### src/rtl/lsu_pkg.sv
// lsu_pkg: shared funct3 codes, state encoding, strobe constants and legality helpers for the load/store unit
package lsu_pkg;
  localparam logic [2:0] F3_B  = 3'b000;
  localparam logic [2:0] F3_H  = 3'b001;
  localparam logic [2:0] F3_W  = 3'b010;
  localparam logic [2:0] F3_BU = 3'b100;
  localparam logic [2:0] F3_HU = 3'b101;
  localparam logic [3:0] STRB_B = 4'b0001;
  localparam logic [3:0] STRB_H = 4'b0011;
  localparam logic [3:0] STRB_W = 4'b1111;
  typedef enum logic [1:0] {IDLE, REQ, WB, FAULT} state_e;
  function automatic logic f3_legal(input logic st, input logic [2:0] f3);
    return st ? (f3 == F3_B || f3 == F3_H || f3 == F3_W)
              : (f3 == F3_B || f3 == F3_H || f3 == F3_W || f3 == F3_BU || f3 == F3_HU);
  endfunction
  function automatic logic f3_misaligned(input logic [2:0] f3, input logic [1:0] off);
    return (f3[1:0] == 2'b01 && off[0]) || (f3[1:0] == 2'b10 && off != 2'b00);
  endfunction
endpackage

### src/rtl/lsu_align.sv
// lsu_align: store lane replication/strobe generation and load byte/half extraction with extension
// st_f3_i/st_off_i/st_data_i -> st_wdata_o/st_wstrb_o; ld_f3_i/ld_off_i/ld_rdata_i -> ld_data_o
module lsu_align
  import lsu_pkg::*;
(
  input  logic [2:0]  st_f3_i,
  input  logic [1:0]  st_off_i,
  input  logic [31:0] st_data_i,
  output logic [31:0] st_wdata_o,
  output logic [3:0]  st_wstrb_o,
  input  logic [2:0]  ld_f3_i,
  input  logic [1:0]  ld_off_i,
  input  logic [31:0] ld_rdata_i,
  output logic [31:0] ld_data_o
);
  logic [7:0]  byte_v;
  logic [15:0] half_v;
  always_comb begin
    byte_v = 8'(ld_rdata_i >> {ld_off_i, 3'b000});
    half_v = 16'(ld_rdata_i >> {ld_off_i[1], 4'b0000});
    st_wdata_o = st_f3_i[1:0] == 2'b00 ? {4{st_data_i[7:0]}}
               : st_f3_i[1:0] == 2'b01 ? {2{st_data_i[15:0]}} : st_data_i;
    st_wstrb_o = st_f3_i[1:0] == 2'b00 ? STRB_B << st_off_i
               : st_f3_i[1:0] == 2'b01 ? STRB_H << st_off_i : STRB_W;
    ld_data_o = ld_f3_i == F3_B  ? {{24{byte_v[7]}}, byte_v}
              : ld_f3_i == F3_BU ? {24'd0, byte_v}
              : ld_f3_i == F3_H  ? {{16{half_v[15]}}, half_v}
              : ld_f3_i == F3_HU ? {16'd0, half_v} : ld_rdata_i;
  end
endmodule

### src/rtl/load_store_unit.sv
// load_store_unit: memory-access stage running one load/store per accept on a valid/ack data bus
// in: clk, reset, start, is_store, funct3, base, imm, store_data, rd_in, mem_ack, mem_rdata
// out: busy, mem_req/we/addr/wdata/wstrb, wb_load/rd/data, store_done, misalign, illegal
module load_store_unit
  import lsu_pkg::*;
#(
  parameter int XLEN     = 32,
  parameter int ADDR_LSB = 2
) (
  input  logic            clk,
  input  logic            reset,
  input  logic            start,
  input  logic            is_store,
  input  logic [2:0]      funct3,
  input  logic [XLEN-1:0] base,
  input  logic [XLEN-1:0] imm,
  input  logic [XLEN-1:0] store_data,
  input  logic [4:0]      rd_in,
  output logic            busy,
  output logic            mem_req,
  output logic            mem_we,
  output logic [XLEN-1:0] mem_addr,
  output logic [XLEN-1:0] mem_wdata,
  output logic [3:0]      mem_wstrb,
  input  logic            mem_ack,
  input  logic [XLEN-1:0] mem_rdata,
  output logic            wb_load,
  output logic [4:0]      wb_rd,
  output logic [XLEN-1:0] wb_data,
  output logic            store_done,
  output logic            misalign,
  output logic            illegal
);
  state_e          state_q, state_d;
  logic [XLEN-1:0] ea, st_wdata, ld_data, addr_q, wdata_q, wb_data_q;
  logic [3:0]      st_wstrb, wstrb_q;
  logic [2:0]      f3_q;
  logic [1:0]      off_q;
  logic [4:0]      rd_q, wb_rd_q;
  logic            we_q, wb_load_q, store_done_q, misalign_q, illegal_q;
  logic            ill, mis, accept, done;
  assign ea     = base + imm;
  assign ill    = !f3_legal(is_store, funct3);
  assign mis    = f3_misaligned(funct3, ea[1:0]);
  assign busy   = state_q == REQ || state_q == FAULT;
  assign accept = start && !busy;
  assign done   = state_q == REQ && mem_ack;
  lsu_align u_align (
    .st_f3_i   (funct3),
    .st_off_i  (ea[1:0]),
    .st_data_i (store_data),
    .st_wdata_o(st_wdata),
    .st_wstrb_o(st_wstrb),
    .ld_f3_i   (f3_q),
    .ld_off_i  (off_q),
    .ld_rdata_i(mem_rdata),
    .ld_data_o (ld_data)
  );
  // WB behaves like IDLE for acceptance so a new op can issue during the writeback pulse.
  always_comb begin
    state_d = state_q == REQ   ? (mem_ack ? (we_q ? IDLE : WB) : REQ)
            : state_q == FAULT ? IDLE
            : accept           ? ((ill || mis) ? FAULT : REQ) : IDLE;
  end
  always_ff @(posedge clk) begin
    if (reset) begin
      state_q      <= IDLE;
      addr_q       <= '0;
      wdata_q      <= '0;
      wstrb_q      <= '0;
      we_q         <= 1'b0;
      f3_q         <= '0;
      off_q        <= '0;
      rd_q         <= '0;
      wb_data_q    <= '0;
      wb_rd_q      <= '0;
      wb_load_q    <= 1'b0;
      store_done_q <= 1'b0;
      misalign_q   <= 1'b0;
      illegal_q    <= 1'b0;
    end else begin
      state_q      <= state_d;
      wb_load_q    <= done && !we_q && rd_q != 5'd0;
      store_done_q <= done && we_q;
      misalign_q   <= accept && !ill && mis;
      illegal_q    <= accept && ill;
      if (done && !we_q) begin
        wb_data_q <= ld_data;
        wb_rd_q   <= rd_q;
      end
      if (accept) begin
        addr_q  <= {ea[XLEN-1:ADDR_LSB], {ADDR_LSB{1'b0}}};
        wdata_q <= st_wdata;
        wstrb_q <= is_store ? st_wstrb : 4'd0;
        we_q    <= is_store;
        f3_q    <= funct3;
        off_q   <= ea[1:0];
        rd_q    <= rd_in;
      end
    end
  end
  assign mem_req    = state_q == REQ;
  assign mem_we     = we_q && mem_req;
  assign mem_addr   = addr_q;
  assign mem_wdata  = wdata_q;
  assign mem_wstrb  = wstrb_q;
  assign wb_load    = wb_load_q;
  assign wb_rd      = wb_rd_q;
  assign wb_data    = wb_data_q;
  assign store_done = store_done_q;
  assign misalign   = misalign_q;
  assign illegal    = illegal_q;
endmodule

### config.mk
export PLATFORM = sky130hd
export DESIGN_NAME = load_store_unit
export DESIGN_NICKNAME = d
export VERILOG_FILES = /design/src/rtl/lsu_pkg.sv /design/src/rtl/lsu_align.sv /design/src/rtl/load_store_unit.sv
export SDC_FILE = /design/constraint.sdc
export NUM_CORES = 1
export LEC_CHECK = 0
export BUFFER_PORTS_ARGS = -buffer_cell sky130_fd_sc_hd__buf_2
export CORE_MARGIN = 3
export CORE_UTILIZATION = 54
export CTS_BUF_LIST = sky130_fd_sc_hd__clkbuf_16
export CTS_CLUSTER_DIAMETER = 120
export DETAILED_ROUTE_END_ITERATION = 10
export HOLD_SLACK_MARGIN = 0.15
export PLACE_DENSITY = 0.89
export SETUP_SLACK_MARGIN = 0.3
export SLEW_MARGIN = 5
export SYNTH_ARGS = -nofsm -noshare
export SYNTH_HDL_FRONTEND = slang
export SYNTH_SLANG_ARGS = --single-unit
### constraint.sdc
create_clock -name clk -period 3.27 [get_ports clk]
set_input_delay 0.1635 -clock clk [delete_from_list [all_inputs] [get_ports clk]]
set_output_delay 0.1635 -clock clk [all_outputs]
set_load 0.02 [all_outputs]
==> results.md <==
* Setup TNS at 0 ns
* Syn-to-layout area delta at 32.6%
* GR Overflow Total at 0
* Cell Pwr Density at 501 nW/um^2
* Register area share after synthesis at 34.8%
* Reg2Reg Depth at 4
* Die W at 119 microns
* CTS H-tree depth at 4
* Worst endpoint required time at 3.54 ns
* Hold Path Class: in -> reg
* DRC errors left at 0
* Asr flop ratio synth at 0%
* Port-buffer cells at 250
* Total track usage at 32.6%
* Startpoint type of the worst setup path: input pin
* CP Max Fanout at 5
* RSZ-0062 raised after global routing: no
* Largest net degree at the start of global routing at 76
* Detailed Route WL at 24200 microns
* Final period util at 68.3%
* Cell variety after synth at 73
* Synth Warn # at 0
* Cells after Synth at 870
* RR Endpoint: mem_addr[29]
* Syn Std Cell Area at 6910 sq um
* IO Pins at 253
* Cells along the critical path: buf_2 -> ha_1 -> fa_1 -> a21o_1 -> a221o_1 -> a31o_1 -> and4b_1 -> o211ai_1 -> and3_1 -> o31ai_1
* Die height at 119 microns
* Via/cell ratio at 6.02
* Total chip power at 4.59 mW
* Post-synth EDFFs at 0
* First-pass DRT Iterations at 6
* Worst Clk Skew at 0.00954 ns
* Most common cell after layout, fill and taps aside: buf_2
* Antenna Nets Post-Route at 0
* Highest clock rate at 0.448 GHz
* CTS Buffer Depth at 2
* Status: finished clean
* Via Count at 7845
* Max-slew headroom at 33.1%
* Minimum clock period at 2.23 ns
* Drt wl/cell at 18.5 microns
* Setup violators final at 0
* Initial DRC Count at 832
* Crit path max-delay cell type: fa_1
* Setup bufs post-CTS at 0
* Synth Register Bits at 120
* Final Hold Vio Count at 0
* First-pass GRT wire length at 37500 microns
* Crit. End Element: flip-flop
* Worst reg2reg setup slack at 1.15 ns
* Worst Hold Path EP: wb_data[16]
* Worst Max-Slew Pin Slew at 1.00 ns
* FP Rows at 40
* Critical Path Max Stage Delay at 0.41 ns
* Vias in the first global route at 7707
* # clock sinks at 120
* Post-DP HPWL at 16400 microns
* Worst vdd ir at 360 uV
* Worst r2r src: state_q[0]
* Layout cells sized above 1 at 27.7%
* Final GP Congestion at 0.952
* Commonest non-fill, non-tap cells in the layout: buf_2 (249), nand2_1 (143), dfxtp_1 (120)
* Worst hold path startpoint: mem_rdata[16]
* Syn_area_per_cell at 7.94 sq um
* Die footprint at 14200 sq um
* Clk root buf: clkbuf_16
* Clk Latency, worst-skew pair at 0.41 ns
* Pins over their slew limit at 0
* Placed inst area at 8160 sq um
* Initial Util at 56.3%
* Leakage at 4.15 nW
* Total core area at 12300 sq um
* Cts bufs inserted at 17
* Final Net Count at 1299
* Initial antenna violation count at 2
* Critical path type: in -> reg
* Critical Path AT at 2.51 ns
* Hold path depth at 3
* Main synth FF type: dfxtp_1
* Clk slew on worst S/H paths at 0.05 ns
* Max-Cap Viols at 0
* CTS tree: built
* Final Cell Area at 9160 sq um
synth_stat cells, types with 9 or more instances:
master,count,area (sq um)
nor2_1,89,334
a211oi_1,32,240
mux2i_1,16,160
a311oi_1,16,140
xnor2_1,14,123
nand3_1,20,100
clkbuf_1,57,214
dfxtp_1,120,2400
nand2_1,143,537
a21o_1,9,67.6
nor3_1,15,75.1
ha_1,35,438
a21oi_1,99,495
inv_1,10,37.5
o21ai_0,58,290
worst max path at each step:
stage | startpoint | endpoint | slack [ns] | cells past startpoint
5_1_grt | base[0] | mem_addr[30] | 0.95 | 10
3_3_place_gp | base[0] | mem_addr[30] | 0.73 | 10
2_1_floorplan | base[0] | mem_addr[28] | 1.00 | 9
4_1_cts | base[0] | mem_addr[28] | 1.09 | 10
3_5_place_dp | base[0] | mem_addr[28] | 0.67 | 10
6_report | base[0] | mem_addr[28] | 1.04 | 10
report_power, final:
part	switching, mW	leakage (nW)	internal (mW)
Clock	0.644	0.286	1.17
Sequential	0.0676	0.984	1.57
Combinational	0.697	2.88	0.446
worst max-delay path, delay by kind of cell:
kind / cells / cell delay [ns]
fa+ha+maj: 2 / 0.63
simple gates: 2 / 0.41
compound gates: 5 / 1.20
buf+inv: 1 / 0.11
registers in the layout (all words and copies together), names as in the netlist, 3 cells and up:
register	count
f3_q	3
mem_addr	30
mem_wdata	32
mem_wstrb	4
rd_q	5
wb_data	32
wb_rd	5
metal layers:
metal / wire length (microns) / up-vias / part of all wire (%) / track usage (%)
met1: 9150 / 3571 / 38 / 39.0
met5: 0 / - / 0 / 0
li1: - / 3626 / - / -
met2: 11100 / 521 / 46 / 52.4
met3: 2490 / 127 / 10 / 8.78
met4: 1400 / 0 / 5.8 / 19.3
kinds of logic after synthesis:
logic type      after synthesis  synth area share (%)
xor+xnor                     22                  2.79
compound gates              267                  24.8
flops                       120                  34.8
buf+inv                      79                  4.71
simple gates                314                  20.2
fa+ha+maj                    36                  6.63
mux                          31                  6.07
other cells                   1                0.0543
through the flow:
| step | hold WS (ns) | util (%) | std cells | worst slack, ns |
|---|---|---|---|---|
| floorplan | 0.299 | - | 871 | 1.00 |
| global placement | 0.408 | 66.5 | 1228 | 0.728 |
| detailed placement | 0.411 | 66.5 | 1228 | 0.675 |
| CTS | 0.152 | 74.7 | 1302 | 1.09 |
| global route | 0.152 | 74.7 | 1304 | 0.951 |
| finish | 0.163 | 74.7 | 1304 | 1.04 |
cell type report:
type                    count  area [sq um]
flip-flops and latches    120          2400
inverters                  10          37.5
well taps                 168           210
diodes                      2          5.00
clock inverters            14           143
fillers                   909          3100
multi-input cells         672          4200
clock buffers              17           425
repair buffers            301          1740
repair_timing:
| action | CTS | global route |
|---|---|---|
| hold buffers | 43 | 0 |
| resized for setup | 0 | 0 |
| hold endpoints to repair | 51 | 0 |
(Power assumes the default switching activity.)
